[src/rtl/iob_split_ctrl_if.sv]
// IOb 1-to-N split bus bundle: initiator side plus flattened responder slices.
// The slave modport is the split controller's view; master drives it.
interface iob_split_ctrl_if #(
   parameter int DATA_W = 32,
   parameter int ADDR_W = 32,
   parameter int N      = 2
);
   logic                    iob_avalid_i;
   logic [ADDR_W-1:0]       iob_addr_i;
   logic [DATA_W-1:0]       iob_wdata_i;
   logic [DATA_W/8-1:0]     iob_wstrb_i;
   logic                    iob_ready_o;
   logic                    iob_rvalid_o;
   logic [DATA_W-1:0]       iob_rdata_o;
   logic [N-1:0]            s_avalid_o;
   logic [N*ADDR_W-1:0]     s_addr_o;
   logic [N*DATA_W-1:0]     s_wdata_o;
   logic [N*DATA_W/8-1:0]   s_wstrb_o;
   logic [N-1:0]            s_ready_i;
   logic [N-1:0]            s_rvalid_i;
   logic [N*DATA_W-1:0]     s_rdata_i;

   modport slave (
      input  iob_avalid_i, iob_addr_i,
      input  iob_wdata_i, iob_wstrb_i,
      output iob_ready_o, iob_rvalid_o,
      output iob_rdata_o,
      output s_avalid_o, s_addr_o,
      output s_wdata_o, s_wstrb_o,
      input  s_ready_i, s_rvalid_i,
      input  s_rdata_i
   );

   modport master (
      output iob_avalid_i, iob_addr_i,
      output iob_wdata_i, iob_wstrb_i,
      input  iob_ready_o, iob_rvalid_o,
      input  iob_rdata_o,
      input  s_avalid_o, s_addr_o,
      input  s_wdata_o, s_wstrb_o,
      output s_ready_i, s_rvalid_i,
      output s_rdata_i
   );
endinterface

[src/rtl/iob_split_ctrl.sv]
// IOb 1-to-N demultiplexer with in-order read return tracking.
// Out-of-range selects hit an internal null responder (index N).
module iob_split_ctrl #(
   parameter int DATA_W    = 32,
   parameter int ADDR_W    = 32,
   parameter int N         = 2,
   parameter int SPLIT_PTR = ADDR_W - 2,
   parameter int MAX_OUT   = 4
) (
   input logic             clk_i,
   input logic             arst_i,
   input logic             cke_i,
   iob_split_ctrl_if.slave bus
);
   localparam int NBITS = $clog2(N) + ($clog2(N) == 0);
   localparam int SW    = NBITS + 1;
   localparam int CNT_W = $clog2(MAX_OUT + 1);
   localparam logic [SW-1:0]    NSEL = SW'(N);
   localparam logic [CNT_W-1:0] CMAX = CNT_W'(MAX_OUT);

   typedef enum logic {IDLE, PEND} state_t;

   logic [CNT_W-1:0] cnt_q, cnt_d;
   logic [SW-1:0]    rsel_q, rsel_d;
   logic             null_q, null_d;

   state_t           state;
   logic [SW-1:0]    sel;
   logic             stall;
   logic             rdy_sel;
   logic             rv_own;
   logic [DATA_W-1:0] rd_own;
   logic             read_acc;

   always_comb begin
      sel = '0;
      if (N > 1) begin
         sel = {1'b0, bus.iob_addr_i[SPLIT_PTR -: NBITS]};
      end
   end

   assign bus.s_addr_o  = {N{bus.iob_addr_i}};
   assign bus.s_wdata_o = {N{bus.iob_wdata_i}};
   assign bus.s_wstrb_o = {N{bus.iob_wstrb_i}};

   always_comb begin
      state   = (cnt_q == '0) ? IDLE : PEND;
      stall   = ((state == PEND) && (sel != rsel_q))
              || (cnt_q == CMAX);
      rdy_sel = 1'b1;
      rv_own  = 1'b0;
      rd_own  = '0;
      bus.s_avalid_o = '0;
      for (int k = 0; k < N; k++) begin
         if (sel == SW'(k)) begin
            rdy_sel = bus.s_ready_i[k];
            bus.s_avalid_o[k] = bus.iob_avalid_i & ~stall;
         end
         if (rsel_q == SW'(k)) begin
            rv_own = bus.s_rvalid_i[k];
            rd_own = bus.s_rdata_i[k*DATA_W +: DATA_W];
         end
      end
      // Null responder owns the reads: response is the 1-cycle flag.
      if (rsel_q >= NSEL) begin
         rv_own = null_q;
      end
      bus.iob_ready_o  = ~stall & rdy_sel;
      bus.iob_rvalid_o = (state == PEND) & rv_own;
      bus.iob_rdata_o  = rd_own;
      read_acc = bus.iob_avalid_i & bus.iob_ready_o
               & ~(|bus.iob_wstrb_i);
   end

   always_comb begin
      cnt_d  = cnt_q;
      rsel_d = rsel_q;
      null_d = read_acc & (sel >= NSEL);
      if (read_acc && !bus.iob_rvalid_o) begin
         cnt_d = cnt_q + CNT_W'(1);
      end else if (!read_acc && bus.iob_rvalid_o) begin
         cnt_d = cnt_q - CNT_W'(1);
      end
      if (read_acc) begin
         rsel_d = sel;
      end
   end

   always_ff @(posedge clk_i or posedge arst_i) begin
      if (arst_i) begin
         cnt_q  <= '0;
         rsel_q <= '0;
         null_q <= 1'b0;
      end else if (cke_i) begin
         cnt_q  <= cnt_d;
         rsel_q <= rsel_d;
         null_q <= null_d;
      end
   end
endmodule

[src/flat_wrapper.sv]
// flat-port wrapper written by rule: the top's interface ports become plain ports
module iob_split_ctrl_flat 
#(
   parameter int DATA_W    = 32,
   parameter int ADDR_W    = 32,
   parameter int N         = 2,
   parameter int SPLIT_PTR = ADDR_W - 2,
   parameter int MAX_OUT   = 4
)
  (clk_i, arst_i, cke_i, bus_iob_avalid_i, bus_iob_addr_i, bus_iob_wdata_i, bus_iob_wstrb_i, bus_iob_ready_o, bus_iob_rvalid_o, bus_iob_rdata_o, bus_s_avalid_o, bus_s_addr_o, bus_s_wdata_o, bus_s_wstrb_o, bus_s_ready_i, bus_s_rvalid_i, bus_s_rdata_i);
  iob_split_ctrl_if #(.DATA_W(DATA_W), .ADDR_W(ADDR_W), .N(N)) bus_i ();
  input logic clk_i;
  input logic arst_i;
  input logic cke_i;
  input wire logic [$bits(bus_i.iob_avalid_i)-1:0] bus_iob_avalid_i;
  input wire logic [$bits(bus_i.iob_addr_i)-1:0] bus_iob_addr_i;
  input wire logic [$bits(bus_i.iob_wdata_i)-1:0] bus_iob_wdata_i;
  input wire logic [$bits(bus_i.iob_wstrb_i)-1:0] bus_iob_wstrb_i;
  output wire logic [$bits(bus_i.iob_ready_o)-1:0] bus_iob_ready_o;
  output wire logic [$bits(bus_i.iob_rvalid_o)-1:0] bus_iob_rvalid_o;
  output wire logic [$bits(bus_i.iob_rdata_o)-1:0] bus_iob_rdata_o;
  output wire logic [$bits(bus_i.s_avalid_o)-1:0] bus_s_avalid_o;
  output wire logic [$bits(bus_i.s_addr_o)-1:0] bus_s_addr_o;
  output wire logic [$bits(bus_i.s_wdata_o)-1:0] bus_s_wdata_o;
  output wire logic [$bits(bus_i.s_wstrb_o)-1:0] bus_s_wstrb_o;
  input wire logic [$bits(bus_i.s_ready_i)-1:0] bus_s_ready_i;
  input wire logic [$bits(bus_i.s_rvalid_i)-1:0] bus_s_rvalid_i;
  input wire logic [$bits(bus_i.s_rdata_i)-1:0] bus_s_rdata_i;
  assign bus_i.iob_avalid_i = bus_iob_avalid_i;
  assign bus_i.iob_addr_i = bus_iob_addr_i;
  assign bus_i.iob_wdata_i = bus_iob_wdata_i;
  assign bus_i.iob_wstrb_i = bus_iob_wstrb_i;
  assign bus_iob_ready_o = bus_i.iob_ready_o;
  assign bus_iob_rvalid_o = bus_i.iob_rvalid_o;
  assign bus_iob_rdata_o = bus_i.iob_rdata_o;
  assign bus_s_avalid_o = bus_i.s_avalid_o;
  assign bus_s_addr_o = bus_i.s_addr_o;
  assign bus_s_wdata_o = bus_i.s_wdata_o;
  assign bus_s_wstrb_o = bus_i.s_wstrb_o;
  assign bus_i.s_ready_i = bus_s_ready_i;
  assign bus_i.s_rvalid_i = bus_s_rvalid_i;
  assign bus_i.s_rdata_i = bus_s_rdata_i;
  iob_split_ctrl #(.DATA_W(DATA_W), .ADDR_W(ADDR_W), .N(N), .SPLIT_PTR(SPLIT_PTR), .MAX_OUT(MAX_OUT)) u_core (.clk_i(clk_i), .arst_i(arst_i), .cke_i(cke_i), .bus(bus_i));
endmodule
[config.mk]
export PLATFORM = sky130hd
export DESIGN_NAME = iob_split_ctrl_flat
export DESIGN_NICKNAME = d
export VERILOG_FILES = /design/src/rtl/iob_split_ctrl_if.sv /design/src/rtl/iob_split_ctrl.sv /design/src/flat_wrapper.sv
export SDC_FILE = /design/constraint.sdc
export NUM_CORES = 1
export LEC_CHECK = 0
export CORE_AREA = 2 2 120 122
export CTS_CLUSTER_DIAMETER = 50
export DETAILED_ROUTE_END_ITERATION = 16
export DIE_AREA = 0 0 122 124
export PLACE_DENSITY = 0.55
export SETUP_SLACK_MARGIN = 0.05
export SLEW_MARGIN = 40
export SYNTH_ARGS = -nofsm -noshare
export SYNTH_HDL_FRONTEND = slang
export SYNTH_SLANG_ARGS = --single-unit
[constraint.sdc]
create_clock -name clk_i -period 2.15 [get_ports clk_i]
set_input_delay 0.43 -clock clk_i [delete_from_list [all_inputs] [get_ports clk_i]]
set_output_delay 0.43 -clock clk_i [all_outputs]
set_load 0.01 [all_outputs]
==> results of run 1 <==
per-layer routing:
metal | track usage (%) | wire, µm | up-vias
li1 | - | - | 541
met1 | 4.147 | 1213 | 487
met3 | 3.388 | 926 | 37
met5 | 0 | 0 | -
met2 | 11.63 | 2457 | 144
met4 | 4.310 | 280 | 0
synth_stat cells, types with 2 or more instances:
| library cell | count |
|---|---|
| buf_4 | 137 |
| mux2_2 | 22 |
| mux2_1 | 11 |
| inv_1 | 5 |
| dfrtp_1 | 4 |
| buf_6 | 3 |
| nor2_1 | 3 |
| xnor2_1 | 3 |
| mux2i_1 | 2 |
| nand2_1 | 2 |
| nor3_1 | 2 |
| or2_1 | 2 |
flip-flops by register name (all words and copies together) (netlist names):
name	count
u_core.cnt_q	3
u_core.rsel_q	1
repair_timing:
| action | 4_1_cts | 5_1_grt |
|---|---|---|
| gates resized for setup | 47 | 13 |
| buffers inserted | 2 | 0 |
| setup endpoints to repair | 41 | 2 |
| pin swaps | 3 | 8 |
logic make-up (layout without fill, tap and decap cells):
kind of cell / count (synthesis) / count (layout) / share of synthesized area, %
multiplexers: 35 / 35 / 22.12
AND/OR/NAND/NOR: 13 / 13 / 5.089
AO/OA/AOI/OAI: 6 / 6 / 2.261
adder cells (fa/ha/maj): 2 / 2 / 1.837
XOR/XNOR: 4 / 4 / 1.979
flip-flops: 4 / 4 / 5.654
buffers and inverters: 145 / 146 / 61.06
final cells by class:
class	instances	share of cell area, %
clock buffers	3	3.197
well taps	180	9.590
repair buffers	138	55.62
flip-flops and latches	4	4.262
multi-input cells	60	26.53
inverters	5	0.7991
worst max-delay path: cells and delay by family:
kind	cells	cell delay (ps)
fa+ha+maj	2	610
buf+inv	2	510
mux	2	320
simple gates	1	260
stage by stage:
stage	util [%]	TNS (ps)
detailed placement	16.56	-1705
global route	17.12	0
CTS	17.02	0
floorplan	-	0
finish	17.12	0
global placement	16.56	-1571
report_power, final:
part | leakage, nW | switching [W] | internal, W
Sequential | 0.0492 | 0.0000366 | 0.000106
Combinational | 0.839 | 0.000194 | 0.000326
Clock | 0.0370 | 0.0000499 | 0.000237
worst paths after layout:
path	startpoint	end	slack, ps	cells past startpoint
max in group asynchronous	arst_i	u_core.cnt_q[1]	1540	2
worst min register to register	u_core.cnt_q[2]	u_core.cnt_q[2]	570	1
min in group clk_i	u_core.cnt_q[2]	u_core.cnt_q[2]	570	1
worst min-delay path	arst_i	u_core.cnt_q[2]	440	2
worst max-delay path	bus_s_rvalid_i[1]	u_core.cnt_q[1]	110	7
worst max register to register	u_core.rsel_q[0]	u_core.cnt_q[2]	130	10
==> results by stage, run 1 <==
Timing:
- The share of the clock period used by the worst path after layout is 94.98%.
- Setup repair after global routing left no endpoint under its margin.
- The highest achievable clock rate is 489.7 MHz.
- The final max-slew violation count is 0.
- The number of setup violations in the final report is 0.
- At the pin with the least slew margin, the transition time is 332.1 ps.
- For the finished layout, the period the worst path requires is 2042 ps.
- The number of hold-slack violations in the final timing report is 0.
- Across the routed clock network, the largest skew measured is 0.08850 ps.
- Across all setup checks in the final design, the least slack found is 108.0 ps.
- The headroom to the max-slew limit is 77.80%.
- Hold is met by 439.9 ps.

Floorplan:
- The die outline area is 15,130 µm².
- The cell row count is 43.
- The initial standard-cell utilization of the core is 12.90%.
- The die boundary height is 124 µm.
- The die outline width is 122 µm.
- During I/O placement, the number of pins put on the boundary was 312.
- The core region is 13,720 µm².

Global routing:
- The total overflow left after global routing is 0.
- For this run, the total global-route usage over all layers was measured as 5.960%.
- The initial antenna violation count is 0.
- Entering global routing, the biggest net connects 19 pins.
- The global-route wire length before repair is 6810 µm.
- The number of global-route vias before repair was 1,341.

Detailed routing:
- The ratio of routed vias to standard cells is 3.100.
- The number of vias in the routed layout is 1,209.
- In the routed design, unresolved DRC markers number 0.
- Dividing the detail-routed wire length by the instance count gives 12.51 µm.
- The routed design has 4877 µm of wire.
- After the first detailed-routing iteration, the DRC count stood at 9.
- For this run, the detailed router's first-pass iteration total came to 2.
- The post-route antenna net violation count is 0.

Synthesis:
- The total nets after synthesis is 351.
- The number of flip-flops and latches in the synthesized netlist is 4.
- A synthesized cell averages 8.471 µm².
- Synthesis instantiated 25 different standard cells from the library.
- In the synthesized netlist the async set-or-reset flop fraction comes to 100.0%.
- The dominant synthesized flop cell is dfrtp_1.
- The cell area after synthesis is 1770 µm².
- The sequential area share after synthesis is 5.654%.
- After synthesis, the largest area contributor takes up 58.09% of total cell area.
- By area the synthesized netlist is led by buf_4, mux2_2, mux2_1, dfrtp_1, buf_6.
- The cell count after synthesis came out at 209.
- For this run, the number of Yosys warnings is 0.
- The count of flip-flops with a built-in enable after synthesis is 0.
- The library cell with the largest summed area after synthesis is buf_4.

Worst setup path:
- Traced cell by cell, the critical path runs through clkdlybuf4s50_1, mux2i_1, or2_1, ha_2, inv_2, fa_2, mux2_4.
- For this run, the slowest stage of the critical path takes 460 ps.
- The category of the worst setup path capture point is a flip-flop.
- STA puts the critical path data required time at 2250 ps.
- The worst setup path is launched from an input port.
- The biggest fanout along the worst timing path is 2.
- The critical path's slowest cell is clkdlybuf4s50_1.
- Data arrives at the worst endpoint at 2140 ps.
- The type of the setup path with the least slack is input port to flip-flop.

Clock network:
- The CTS buffer count is 3.
- The TritonCTS clock tree is done.
- The clock insertion delay at the later pin of the skew report is 220 ps.
- The clock sink count is 4.
- The clock passes through at most 2 buffers.
- The clock root buffer is clkbuf_16.
- In this run, post-CTS hold repair placed 0 buffers.
- The clock slew at the register clock pins of the worst setup and hold paths is 30 ps.
- The number of H-tree levels is 1.

Power:
- In this run the static leakage power is 0.9250 nW.
- The power per unit of standard cell area is 404.4 nW/µm².
- The overall power of the completed layout is 0.0009498 W.
- Across the VDD grid, the largest voltage drop is 0.2514 mV.

Final layout:
- Leaving out fill and tap cells, the most frequent cells in the layout are clkdlybuf4s50_1, dlygate4sd2_1, mux2_2.
- After filler insertion, the fill cell instance count of the layout stands at 1,562.
- In the final layout, flip-flops and latches occupy 100.1 µm².
- The share of post-route cells with drive strength above 1 is 25.71%.
- The area of the multi-input gates is 623.1 µm².
- At the end of the flow, the number of nets in the layout was 354.
- The count of inserted antenna diode cells is 0.
- The most frequent standard cell in the layout excluding fill and tap cells is clkdlybuf4s50_1.
- After the flow finishes, the layout carries non-filler instances totaling 390.
- The area growth from synthesis to layout is 32.65%.
- Once layout is done, the placed cells without fillers occupy 2349 µm².

Run status:
- The flow ran to the end, and the final reports show no timing, DRC or antenna violations.

Place:
- The number of buffer cells added on primary ports is 122.
- The pre-CTS setup slack is -516.2 ps.
- The global placer's final weighted congestion is 0.7180.
- The cell area after placement is 2272 µm².
- The half-perimeter wire length after placement is 4359 µm.
- Including well taps, the total number of placed cells is 385.

Worst hold path:
- The worst min-delay path category is input port to asynchronous set/reset pin.

Flow run:
- Across the run, the number of max-cap violations was 0.
No activity file was read; power rests on OpenSTA's default activity.
==> run 2, diff against run 1 <==
--- a/config.mk
+++ b/config.mk
@@ -9,6 +9,7 @@
 export CTS_CLUSTER_DIAMETER = 50
 export DETAILED_ROUTE_END_ITERATION = 16
 export DIE_AREA = 0 0 122 124
+export GPL_ROUTABILITY_DRIVEN = 0
 export PLACE_DENSITY = 0.55
 export SETUP_SLACK_MARGIN = 0.05
 export SLEW_MARGIN = 40
==> results of run 2 <==
The final DEF is identical to that of run 1; final timing and power are the same.
==> run 3, diff against run 2 <==
==> constraint.sdc (replaced) <==
create_clock -name clk_i -period 2.15 [get_ports clk_i]
set_input_delay 0.3225 -clock clk_i [delete_from_list [all_inputs] [get_ports clk_i]]
set_output_delay 0.3225 -clock clk_i [all_outputs]
set_load 0.02 [all_outputs]
==> results by stage, run 3 (synthesis gave the netlist of run 1 again) <==
Floorplan:
- The die outline area was 15,130 µm² (unchanged).
- The die boundary height came to 124 µm (unchanged).
- The initial standard-cell utilization of the core came to 12.90% (unchanged).
- The cell row count is 43 (unchanged).
- The boundary pin count is 312 (unchanged).
- The core area is 13,720 µm² (unchanged).
- The die outline width is 122 µm (unchanged).

Place:
- The pre-CTS setup slack came to -399.6 ps (+116.6 ps).
- The cell area after placement is 2252 µm² (-0.88%).
- The half-perimeter wire length after placement was 4351 µm (-0.18%).
- The number of buffer cells added on primary ports was 122 (unchanged).

Clock network:
- The CTS buffer count is 3 (unchanged).
- The TritonCTS clock tree is done.
- The clock insertion delay at the later pin of the skew report came to 220 ps (about the same).
- The clock slew at the register clock pins of the worst setup and hold paths came to 30 ps (about the same).
- The clock sink count was 4 (unchanged).
- The quantity of hold-fixing buffers added after cts is 0 (unchanged).
- The maximum buffer depth of the clock tree is 2 (unchanged).
- The number of H-tree levels came to 1 (unchanged).
- The clock root buffer is clkbuf_16.

Timing:
- The clock period minus final worst setup slack is 2021 ps (-21.18 ps).
- The clock tree skew after final layout is 0.04254 ps (-0.04596 ps).
- The post-layout worst setup margin came to 129.2 ps (+21.18 ps).
- The headroom to the max-slew limit is 81.40% (+3.6 points).
- The final max-slew violation count came to 0 (unchanged).
- The number of setup violations in the final report is 0 (unchanged).
- The highest achievable clock rate is 494.8 MHz (+1.0%).
- The number of hold-slack violations in the final timing report is 0 (unchanged).
- The share of the clock period used by the worst path after layout was 93.99% (-0.98 points).
- The transition at the pin with the smallest max-transition slack came to 278.2 ps (-53.86 ps).
- Setup repair after global routing left no endpoint under its margin.

Detailed routing:
- The post-route antenna net violation count came to 0 (unchanged).
- The initial detailed-routing violation count was 20 (+11).
- The ratio of routed vias to standard cells is 3.084 (-0.51%).
- The average wire length per cell after detail routing is 12.60 µm (+0.77%).
- The count of TritonRoute iterations in the first routing pass came to 4 (+2).
- The number of vias in the routed layout came to 1,209 (unchanged).
- The DRC violation count after routing is 0 (unchanged).
- The final wirelength came to 4940 µm (+1.3%).

Worst setup path:
- The largest individual stage delay along the critical path comes from the cell dfrtp_2.
- The largest incremental delay on the critical path is 430 ps (-30 ps).
- The arrival time of data at the critical path endpoint is 1700 ps (-440 ps).
- The critical path goes through buf_4, buf_6, mux2_2, dlygate4sd2_1.
- The worst setup path is launched from a flip-flop.
- The category of the worst setup path capture point is an output pin.
- The register-to-register path setup slack is 130 ps (about the same).
- The worst register-to-register path ends at u_core.cnt_q[1].
- The biggest fanout along the worst timing path is 14 (+12).
- The required time at the worst-slack endpoint came to 1830 ps (-420 ps).
- The startpoint identified for the worst register-to-register timing path is u_core.cnt_q[1].
- The cell family contributing the most delay on the critical path is buffers and inverters.
- The path depth of the worst reg2reg path is 7 (-3).
- The number of buffers and inverters on the critical path is 3 (+1).
- The type of the setup path with the least slack is flip-flop to output pin.

Final layout:
- The register with the most flip-flops is u_core.cnt_q.
- The share of post-route cells with drive strength above 1 is 26.42% (+0.70 points).
- The post-route cell area was 2381 µm² (+1.4%).
- The largest registers in the layout are u_core.cnt_q: 3 flops, u_core.rsel_q: 1 flops.
- The most frequent standard cell in the layout excluding fill and tap cells is clkdlybuf4s50_1.
- The area growth from synthesis to layout is 34.49%.
- The count of inserted antenna diode cells was 0 (unchanged).
- Leaving out fill and tap cells, the most frequent cells in the layout are clkdlybuf4s50_1, dlygate4sd2_1, mux2_2.
- The count of nets after finishing is 356 (+0.56%).
- The final-layout fill cell count is 1,565 (+0.19%).
- The number of flip-flops in the largest register is 3 (unchanged).

Run status:
- The run finished with clean final reports.

Global routing:
- The pin count of the biggest net entering global routing is 19 (unchanged).
- The combined global-route utilization of all metal layers is 5.894% (-0.066 points).
- The residual overflow from global routing is 0 (unchanged).
- The global-route wire length before repair is 6720 µm (-1.3%).
- The number of global-route vias before repair is 1,337 (-0.30%).
- The initial antenna violation count was 0 (unchanged).

Power:
- The cell leakage power was 0.9369 nW (+1.3%).
- The power per unit of standard cell area was 442.4 nW/µm² (+9.4%).
- The overall power of the completed layout is 0.001053 W (+11%).
- The peak ir drop on the vdd network is 0.2123 mV (-16%).

Worst hold path:
- The worst min-delay path category is input port to asynchronous set/reset pin.

Flow run:
- The number of max-capacitance violations reported is 0 (unchanged).
[run 3: cell count changes in the layout (fill, tap and decap cells not counted), sizes merged]
cell,change
clkbuf,-3
buf,+2
dlygate4sd2,+2
clkdlybuf4s50,+1
[run 3: report_power, final]
part           internal, W  switching [W]  total (W)
logic             0.000358       0.000252   0.000610
registers         0.000110      0.0000443   0.000154
clock network     0.000237      0.0000516   0.000289
[run 3: how the worst max path moves through the flow]
stage / from / endpoint / slack, ps / cells past startpoint
5_1_grt: u_core.cnt_q[1] / u_core.cnt_q[1] / 30 / 7
6_report: u_core.rsel_q[0] / bus_iob_rdata_o[21] / 130 / 4
2_1_floorplan: u_core.rsel_q[0] / u_core.cnt_q[2] / 180 / 10
3_3_place_gp: bus_iob_wstrb_i[1] / u_core.cnt_q[2] / -380 / 10
4_1_cts: u_core.rsel_q[0] / bus_iob_rvalid_o / 70 / 4
3_5_place_dp: bus_iob_wstrb_i[1] / u_core.cnt_q[2] / -400 / 10
[run 3: metrics by stage]
stage	TNS, ps	util [%]	hold slack [ps]	cells
2_1_floorplan	0	-	88.58	209
3_3_place_gp	-778.2	16.42	537.8	384
3_5_place_dp	-849.6	16.42	550.6	384
4_1_cts	0	16.78	367.7	387
5_1_grt	0	17.36	376.4	392
6_report	0	17.36	350.0	392
[run 3: cell type report]
cell class              instances  area (µm²)  share of cell area [%]
repair buffers                140        1325                   55.65
well taps                     180       225.2                   9.459
inverters                       5       18.77                  0.7882
multi-input cells              60       633.1                   26.59
clock buffers                   3       75.07                   3.153
flip-flops and latches          4       103.9                   4.362
[run 3: repair_timing]
item	CTS	global route
resized for setup	47	10
pin swaps	1	7
hold endpoints to repair	0	0
setup buffers	0	5
setup endpoints to repair	38	3
[run 3: layer usage]
layer	vias up	share of wire, %	track usage, %
li1	545	-	-
met1	482	25	3.957
met2	147	50	11.45
met3	35	19	3.480
met4	0	5.6	4.526
met5	-	0	0
